## src/rtl/bc_polinomio_pkg.sv

```systemverilog
// Shared definitions for the bc_polinomio control block.
// Contents:
//   estado_t        - FSM state encoding (also exported on the estado debug port)
//   SEL_*           - M0 coefficient mux codes (zero, A, B, C)
//   SRC_*           - M1 ALU operand-1 mux codes (M0 output, R0, R1, R2)
//   SRC2_*          - M2 ALU operand-2 mux codes (R0, M0 output, R1, R2)
//   OP_MUL / OP_ADD - ALU operation driven on H
//   CNT_W           - width of the step counter (covers STEP_CYCLES up to 15)
package bc_polinomio_pkg;

  typedef enum logic [2:0] {
    IDLE = 3'd0,
    LOAD = 3'd1,
    AX   = 3'd2,
    AXB  = 3'd3,
    MULX = 3'd4,
    BX   = 3'd5,
    ADDC = 3'd6,
    DONE = 3'd7
  } estado_t;

  // M0: coefficient selection
  localparam logic [1:0] SEL_ZERO = 2'd0;
  localparam logic [1:0] SEL_A    = 2'd1;
  localparam logic [1:0] SEL_B    = 2'd2;
  localparam logic [1:0] SEL_C    = 2'd3;

  // M1: ALU operand 1
  localparam logic [1:0] SRC_M0 = 2'd0;
  localparam logic [1:0] SRC_R0 = 2'd1;
  localparam logic [1:0] SRC_R1 = 2'd2;
  localparam logic [1:0] SRC_R2 = 2'd3;

  // M2: ALU operand 2 (R0 and the M0 output swap places relative to M1)
  localparam logic [1:0] SRC2_R0 = 2'd0;
  localparam logic [1:0] SRC2_M0 = 2'd1;
  localparam logic [1:0] SRC2_R1 = 2'd2;
  localparam logic [1:0] SRC2_R2 = 2'd3;

  localparam logic OP_MUL = 1'b1;
  localparam logic OP_ADD = 1'b0;

  localparam int CNT_W = 4;

endpackage

```

## src/rtl/bc_polinomio_contador_passo.sv

```systemverilog
// Step counter (contador_passo) for bc_polinomio.
// Counts the cycles spent in the current datapath step and flags the last one.
// Ports:
//   clk  - system clock
//   rst  - synchronous active-high reset
//   clr  - restart the step (asserted on every state change and while idle)
//   cnt  - cycles elapsed in the current step, 0-based
//   tc   - terminal count: this is the last cycle of the step
module bc_polinomio_contador_passo
  import bc_polinomio_pkg::*;
#(
  parameter int STEP_CYCLES = 1
) (
  input  logic             clk,
  input  logic             rst,
  input  logic             clr,
  output logic [CNT_W-1:0] cnt,
  output logic             tc
);

  localparam logic [CNT_W-1:0] LAST = CNT_W'(STEP_CYCLES - 1);

  assign tc = (cnt == LAST);

  // NOTE: state registers use non-blocking (<=) so every flop samples the
  // pre-edge values; blocking here would create order-dependent simulation.
  always_ff @(posedge clk) begin
    if (rst) begin
      cnt <= '0;
    end else if (clr) begin
      cnt <= '0;
    end else if (!tc) begin
      // Holds at terminal count; the FSM always leaves or clears the step then.
      cnt <= cnt + 1'b1;
    end
  end

endmodule

```

## src/rtl/bc_polinomio.sv

```systemverilog
// Control FSM for the polynomial datapath.
// Evaluates y = A*x^2 + B*x + C by Horner's rule (modo=0) or y = B*x + C
// (modo=1), sequencing the datapath muxes and register loads. Each step is
// held for STEP_CYCLES cycles; load strobes fire only on the last cycle.
// Ports:
//   clk, rst       - clock, synchronous active-high reset
//   start, modo    - evaluation request and mode (modo latched on accept)
//   M0, M1, M2     - coefficient / ALU operand mux selects
//   LX, LH, LS     - load strobes for R0 (x), R1 (partial), R2 (result)
//   H              - ALU operation, 1 = multiply, 0 = add
//   busy, done     - handshake; done pulses once, R2 valid from next cycle
//   estado         - current state, for debug
module bc_polinomio
  import bc_polinomio_pkg::*;
#(
  parameter int STEP_CYCLES = 1
) (
  input  logic       clk,
  input  logic       rst,
  input  logic       start,
  input  logic       modo,
  output logic [1:0] M0,
  output logic [1:0] M1,
  output logic [1:0] M2,
  output logic       LX,
  output logic       LH,
  output logic       LS,
  output logic       H,
  output logic       busy,
  output logic       done,
  output logic [2:0] estado
);

  estado_t          state, state_nx;
  logic             modo_q;
  logic             tc;
  logic [CNT_W-1:0] cnt;

  // Clearing while idle keeps the first step of each evaluation full length.
  bc_polinomio_contador_passo #(.STEP_CYCLES(STEP_CYCLES)) u_passo (
    .clk (clk),
    .rst (rst),
    .clr ((state_nx != state) || (state == IDLE)),
    .cnt (cnt),
    .tc  (tc)
  );

  always_ff @(posedge clk) begin
    if (rst) begin
      state  <= IDLE;
      modo_q <= 1'b0;
    end else begin
      state <= state_nx;
      if (state == IDLE && start) modo_q <= modo;
    end
  end

  // NOTE: every signal written in always_comb gets a default first, so no
  // path through the case leaves it unassigned and no latch is inferred.
  always_comb begin
    state_nx = state;
    unique case (state)
      IDLE: if (start) state_nx = LOAD;
      LOAD: if (tc) state_nx = modo_q ? BX : AX;
      AX:   if (tc) state_nx = AXB;
      AXB:  if (tc) state_nx = MULX;
      MULX: if (tc) state_nx = ADDC;
      BX:   if (tc) state_nx = ADDC;
      ADDC: if (tc) state_nx = DONE;
      DONE: state_nx = IDLE;  // single cycle regardless of STEP_CYCLES
      default: state_nx = IDLE;
    endcase
  end

  // Moore output decode; strobes are qualified by the terminal count.
  always_comb begin
    M0   = SEL_ZERO;
    M1   = SRC_M0;
    M2   = SRC2_R0;
    H    = OP_ADD;
    LX   = 1'b0;
    LH   = 1'b0;
    LS   = 1'b0;
    done = 1'b0;
    busy = (state != IDLE);
    unique case (state)
      LOAD: LX = tc;
      AX: begin                       // R1 = A * x
        M0 = SEL_A;  M1 = SRC_M0; M2 = SRC2_R0; H = OP_MUL; LH = tc;
      end
      AXB: begin                      // R1 = R1 + B
        M0 = SEL_B;  M1 = SRC_R1; M2 = SRC2_M0; H = OP_ADD; LH = tc;
      end
      MULX: begin                     // R1 = R1 * x
        M1 = SRC_R1; M2 = SRC2_R0; H = OP_MUL; LH = tc;
      end
      BX: begin                       // R1 = B * x
        M0 = SEL_B;  M1 = SRC_M0; M2 = SRC2_R0; H = OP_MUL; LH = tc;
      end
      ADDC: begin                     // R2 = R1 + C
        M0 = SEL_C;  M1 = SRC_R1; M2 = SRC2_M0; H = OP_ADD; LS = tc;
      end
      DONE: done = 1'b1;
      default: ;
    endcase
  end

  assign estado = state;

endmodule

```

## config.mk

```make
export PLATFORM = sky130hd
export DESIGN_NAME = bc_polinomio
export DESIGN_NICKNAME = d
export VERILOG_FILES = /design/src/rtl/bc_polinomio_pkg.sv /design/src/rtl/bc_polinomio_contador_passo.sv /design/src/rtl/bc_polinomio.sv
export SDC_FILE = /design/constraint.sdc
export NUM_CORES = 1
export LEC_CHECK = 0
export BUFFER_PORTS_ARGS = -buffer_cell sky130_fd_sc_hd__buf_2
export CAP_MARGIN = 25
export CELL_PAD_IN_SITES_DETAIL_PLACEMENT = 1
export CELL_PAD_IN_SITES_GLOBAL_PLACEMENT = 1
export CORE_MARGIN = 2
export CORE_UTILIZATION = 30
export DETAILED_ROUTE_END_ITERATION = 6
export PLACE_DENSITY = 0.8
export SYNTH_ARGS = -nofsm -noshare
export SYNTH_HDL_FRONTEND = slang
export SYNTH_SLANG_ARGS = --single-unit
```

## constraint.sdc

```tcl
create_clock -name clk -period 1.1 [get_ports clk]
set_input_delay 0.055 -clock clk [delete_from_list [all_inputs] [get_ports clk]]
set_output_delay 0.055 -clock clk [all_outputs]
set_load 0.1 [all_outputs]
```

==> results of run 1 <==
-- cell usage after synthesis (all sizes together) --
cell | instances | area [sq um]
a21oi | 2 | 10.0
o211ai | 1 | 7.51
dfxtp | 8 | 160
xnor2 | 3 | 26.3
nor3 | 1 | 5.00
o21ai | 3 | 15.0
or4 | 1 | 7.51
or3b | 1 | 11.3
buf | 6 | 46.3
inv | 5 | 18.8
o31ai | 1 | 7.51
or3 | 1 | 11.3
nand4b | 1 | 8.76
nand3 | 2 | 10.0
a31oi | 2 | 12.5
conb | 1 | 3.75
nor4b | 1 | 23.8
nand2b | 3 | 18.8
mux2i | 3 | 30.0
ha | 2 | 25.0
nor2 | 6 | 22.5
nand2 | 4 | 15.0
and3 | 3 | 18.8
nor3b | 1 | 7.51
nor2b | 2 | 12.5
o311ai | 1 | 8.76
-- logic make-up after synthesis --
group,count (synthesis)
buf+inv,11
xor+xnor,3
simple gates,27
other cells,1
fa+ha+maj,2
flops,8
mux,3
compound gates,10
-- through the flow --
| stage | hold slack [ns] | area [sq um] | utilization | setup TNS [ns] | worst slack, ns |
|---|---|---|---|---|---|
| 2_1_floorplan | 0.115 | 698 | - | -6.28 | -0.721 |
| 3_3_place_gp | 0.280 | 1070 | 0.625 | -1.04 | -0.203 |
| 3_5_place_dp | 0.295 | 1070 | 0.625 | -1.68 | -0.270 |
==> impl_metrics.ini, run 1 <==
[cts]
post-cts-setup-buffers = 15
cts_max_level = 1
hold_buffers = 0
cts_buffer_depth = 2
cts_root_buf = clkbuf_4
cts_resized = 33
cts.sinks = 8
cts_buffers = 3

[synthesis]
synth_top_family_by_area = simple AND/OR/NAND/NOR gates
syn_avg_cell_area_sq_um = 8.37
synthMuxAreaShare = 0.0552
synth_area_sq_um = 544
yosysWarnings = 0
synth-simple-area-share = 0.317
synth-compound-area-share = 0.113
synth_seq_cells = 8
synthDistinctLibCells = 28
synthXorXnorAreaFrac = 0.0483
netlist_instances = 65
synth_fa_ha_area_frac = 0.0460
ys_seq_area_frac = 0.294

[placed_design]
hpwl_mm = 1.50
gp_congestion = 0.725
dp_cells = 118
io_buffers = 16

[floorplan]
pin_count = 19
start_util = 0.319
die_y_microns = 46.6
die_w_microns = 46.6
rows = 15

[run_status]
error_line = [ERROR DPL-0033] detailed placement checks failed during check placement.
status = aborted with a tool error
stop_stage = 4_1_cts
==> run 2: changes to the inputs <==
--- a/config.mk
+++ b/config.mk
@@ -7,12 +7,10 @@
 export LEC_CHECK = 0
 export BUFFER_PORTS_ARGS = -buffer_cell sky130_fd_sc_hd__buf_2
 export CAP_MARGIN = 25
-export CELL_PAD_IN_SITES_DETAIL_PLACEMENT = 1
-export CELL_PAD_IN_SITES_GLOBAL_PLACEMENT = 1
-export CORE_MARGIN = 2
-export CORE_UTILIZATION = 30
+export CORE_AREA = 2 2 63 65
 export DETAILED_ROUTE_END_ITERATION = 6
-export PLACE_DENSITY = 0.8
+export DIE_AREA = 0 0 65 67
+export PLACE_DENSITY_LB_ADDON = 0.15
 export SYNTH_ARGS = -nofsm -noshare
 export SYNTH_HDL_FRONTEND = slang
 export SYNTH_SLANG_ARGS = --single-unit
==> constraint.sdc (replaced) <==
create_clock -name clk -period 1.45 [get_ports clk]
set_input_delay 0.0725 -clock clk [delete_from_list [all_inputs] [get_ports clk]]
set_output_delay 0.0725 -clock clk [all_outputs]
set_load 0.1 [all_outputs]
==> run 2 against run 1 <==
Effect of this change: the flow now finishes, with violations (negative setup slack); area after synthesis unchanged; synthesized cell count unchanged.
==> impl_metrics.ini, run 2 <==
[pwr]
p_leak_nw = 0.407
p_int_uw = 889
peakVddDrop_mv = 0.427
p_comb_frac = 0.672
power_density_nw_per_um2 = 1750
swShare = 0.523
p_sw_uw = 976
seq_power_share = 0.177
clock_power_share = 0.151

[floorplan]
die-area_sq_um = 4360
die_y_microns = 67
rows = 22
die_w_microns = 65
start_util = 0.151
pin_count = 19
core-area_sq_um = 3610

[synthesis]
synthTopCellsByArea = dfxtp_1 (29%), mux2i_1 (5.5%), buf_4 (5.5%)
ys_seq_area_frac = 0.294
yosysWarnings = 0
postSynth.asyncResetShare = 0
synth_top_cell_by_area = dfxtp_1
synth_flop_cell = dfxtp_1
synth.most_common_cell = dfxtp_1
synth-edff-count = 0
netlist_instances = 65
synth_seq_cells = 8
synth_area_sq_um = 544
syn_avg_cell_area_sq_um = 8.37
yosys-top-cells-count = dfxtp_1 (8), nor2_1 (6), inv_1 (5)
synthDistinctLibCells = 28
synth_top_area_share = 0.294

[timing]
finalHoldViolations = 0
setup_viol = 3
finalSetupTns_ns = -0.151
worst_slack_ns = -0.0799
max_freq_mhz = 654
min_period_over_period = 1.06
period_needed_ns = 1.53
maxSlewViolCount = 0
rsz0062_at_grt = yes
finClkSkew_ns = 0.00620

[final_layout]
largest_reg_flops = 4
fin_util = 0.296
nets = 97
fillers = 383
drive_gt1_frac = 0.611
antenna_cells = 0
layout_common_cells = buf_12 (10), buf_4 (10), nor2_1 (5), buf_2 (5)
area_delta_synth_final_pct = 95.9
regMostFlops = u_passo.cnt
finalNonFillerCells = 138

[cts]
cts_buffer_depth = 2
cts_root_buf = clkbuf_8
cts.sinks = 8
clkTransAtPathRegs_ns = 0.05
cts_buffers = 3
clk-insertion-delay-late_ns = 0.23
hold_buffers = 0
tritoncts = built
cts_max_level = 1

[setup_path]
arrival_ns = 1.46
crit_chain = inv_2, ha_4, or3b_4, a21oi_4, buf_12
cp_slowest_stage_delay_ns = 0.39
start_kind = flop
crit_slowest_cell = or3b_4
endpoint_kind = output pin
crit_type = flop to output pin
r2r_cells = 5
crit_required_ns = 1.38
critical_path_peak_fanout = 2

[detailed_routing]
first_pass_iters = 4
vias_per_cell = 3.88
wl_mm = 1.44
drc = 0
wl_per_cell_microns = 10.4
ant_nets = 0
vias = 536
drt_iter0_drc = 4

[run_status]
status = finished with violations
violations = negative setup slack

[grt]
grt_pass1_vias = 536
grt.total_usage = 0.0774
grt_max_degree = 20
grt_first_pass_wirelength_mm = 2.55
grt_overflow = 0
antenna_found_initial = 0

[placed_design]
place_ws_ns = 0.0599
dp_cells = 127
gp_congestion = 0.720
io_buffers = 16
hpwl_mm = 1.10

[flow_run]
maxCapViolCount = 0

[min_path]
hold_path_depth = 2
hold_path_class = primary input to flop
run 2: cell counts after synthesis:
No cell type changed its count.
run 2: final timing paths:
kind                                             startpoint                           to  slack [ns]
worst min register to register  u_passo.cnt[0]$_SDFFE_PP0N_  u_passo.cnt[0]$_SDFFE_PP0N_        0.53
worst min-delay path                                    rst         estado[1]$_SDFF_PP0_        0.07
worst max register to register  u_passo.cnt[1]$_SDFFE_PP0N_         estado[0]$_SDFF_PP0_        0.09
worst max-delay path            u_passo.cnt[1]$_SDFFE_PP0N_                           LH       -0.08
run 2: what timing repair did:
| item | in CTS | in global routing |
|---|---|---|
| buffers inserted | 7 | 0 |
| resized for setup | 8 | 1 |
| setup endpoints to repair | 4 | 5 |
| pin swaps | 3 | 0 |
| hold endpoints to repair | 0 | 0 |
run 2: kinds of logic (layout without fill, tap and decap cells):
family                     count (synthesis)  count (layout)  share of synthesized area
AOI/OAI and AO/OA                         10              10                      0.113
muxes                                      3               3                     0.0552
buffers and inverters                     11              35                      0.120
xor gates and xnor gates                   3               3                     0.0483
DFF                                        8               8                      0.294
adders and majority gates                  2               2                     0.0460
other                                      1               2                    0.00689
and+or+nand+nor                           27              27                      0.317
run 2: per-stage QoR:
stage               cell area (sq um)  power, mW  hold WS, ns
floorplan                         693       1.23        0.132
global placement                  941       1.57        0.308
detailed placement                941       1.57        0.307
CTS                              1060       1.88       0.0714
global route                     1070       1.94        0.107
finish                           1070       1.86       0.0682
run 2: layer usage:
metal	vias up	GRT usage	wire [microns]
li1	269	-	-
met1	248	0.0840	615
met2	17	0.139	716
met3	2	0.0186	84
met4	0	0.0399	19
met5	-	0	0
run 2: critical path, delay by kind of cell (launching register included):
kind / cells / cell delay (ns)
adders and majority gates: 1 / 0.13
buffers and inverters: 2 / 0.25
AOI/OAI and AO/OA: 1 / 0.15
DFF: 1 / 0.31
and+or+nand+nor: 1 / 0.39
run 2: power groups by stage:
stage               clock network, mW  registers, mW  logic, mW
floorplan                           0          0.411      0.823
global placement                    0          0.356       1.21
detailed placement                  0          0.354       1.21
CTS                             0.287          0.333       1.26
global route                    0.300          0.342       1.30
finish                          0.282          0.330       1.25
run 2: cell type report:
cell class | count | area (sq um) | area share
multi-input cells | 47 | 453 | 0.425
well taps | 48 | 60.1 | 0.0563
flip-flops and latches | 8 | 174 | 0.163
inverters | 5 | 22.5 | 0.0211
clock buffers | 4 | 45.0 | 0.0423
repair buffers | 26 | 312 | 0.292
Power figures use the tool's default switching activity.
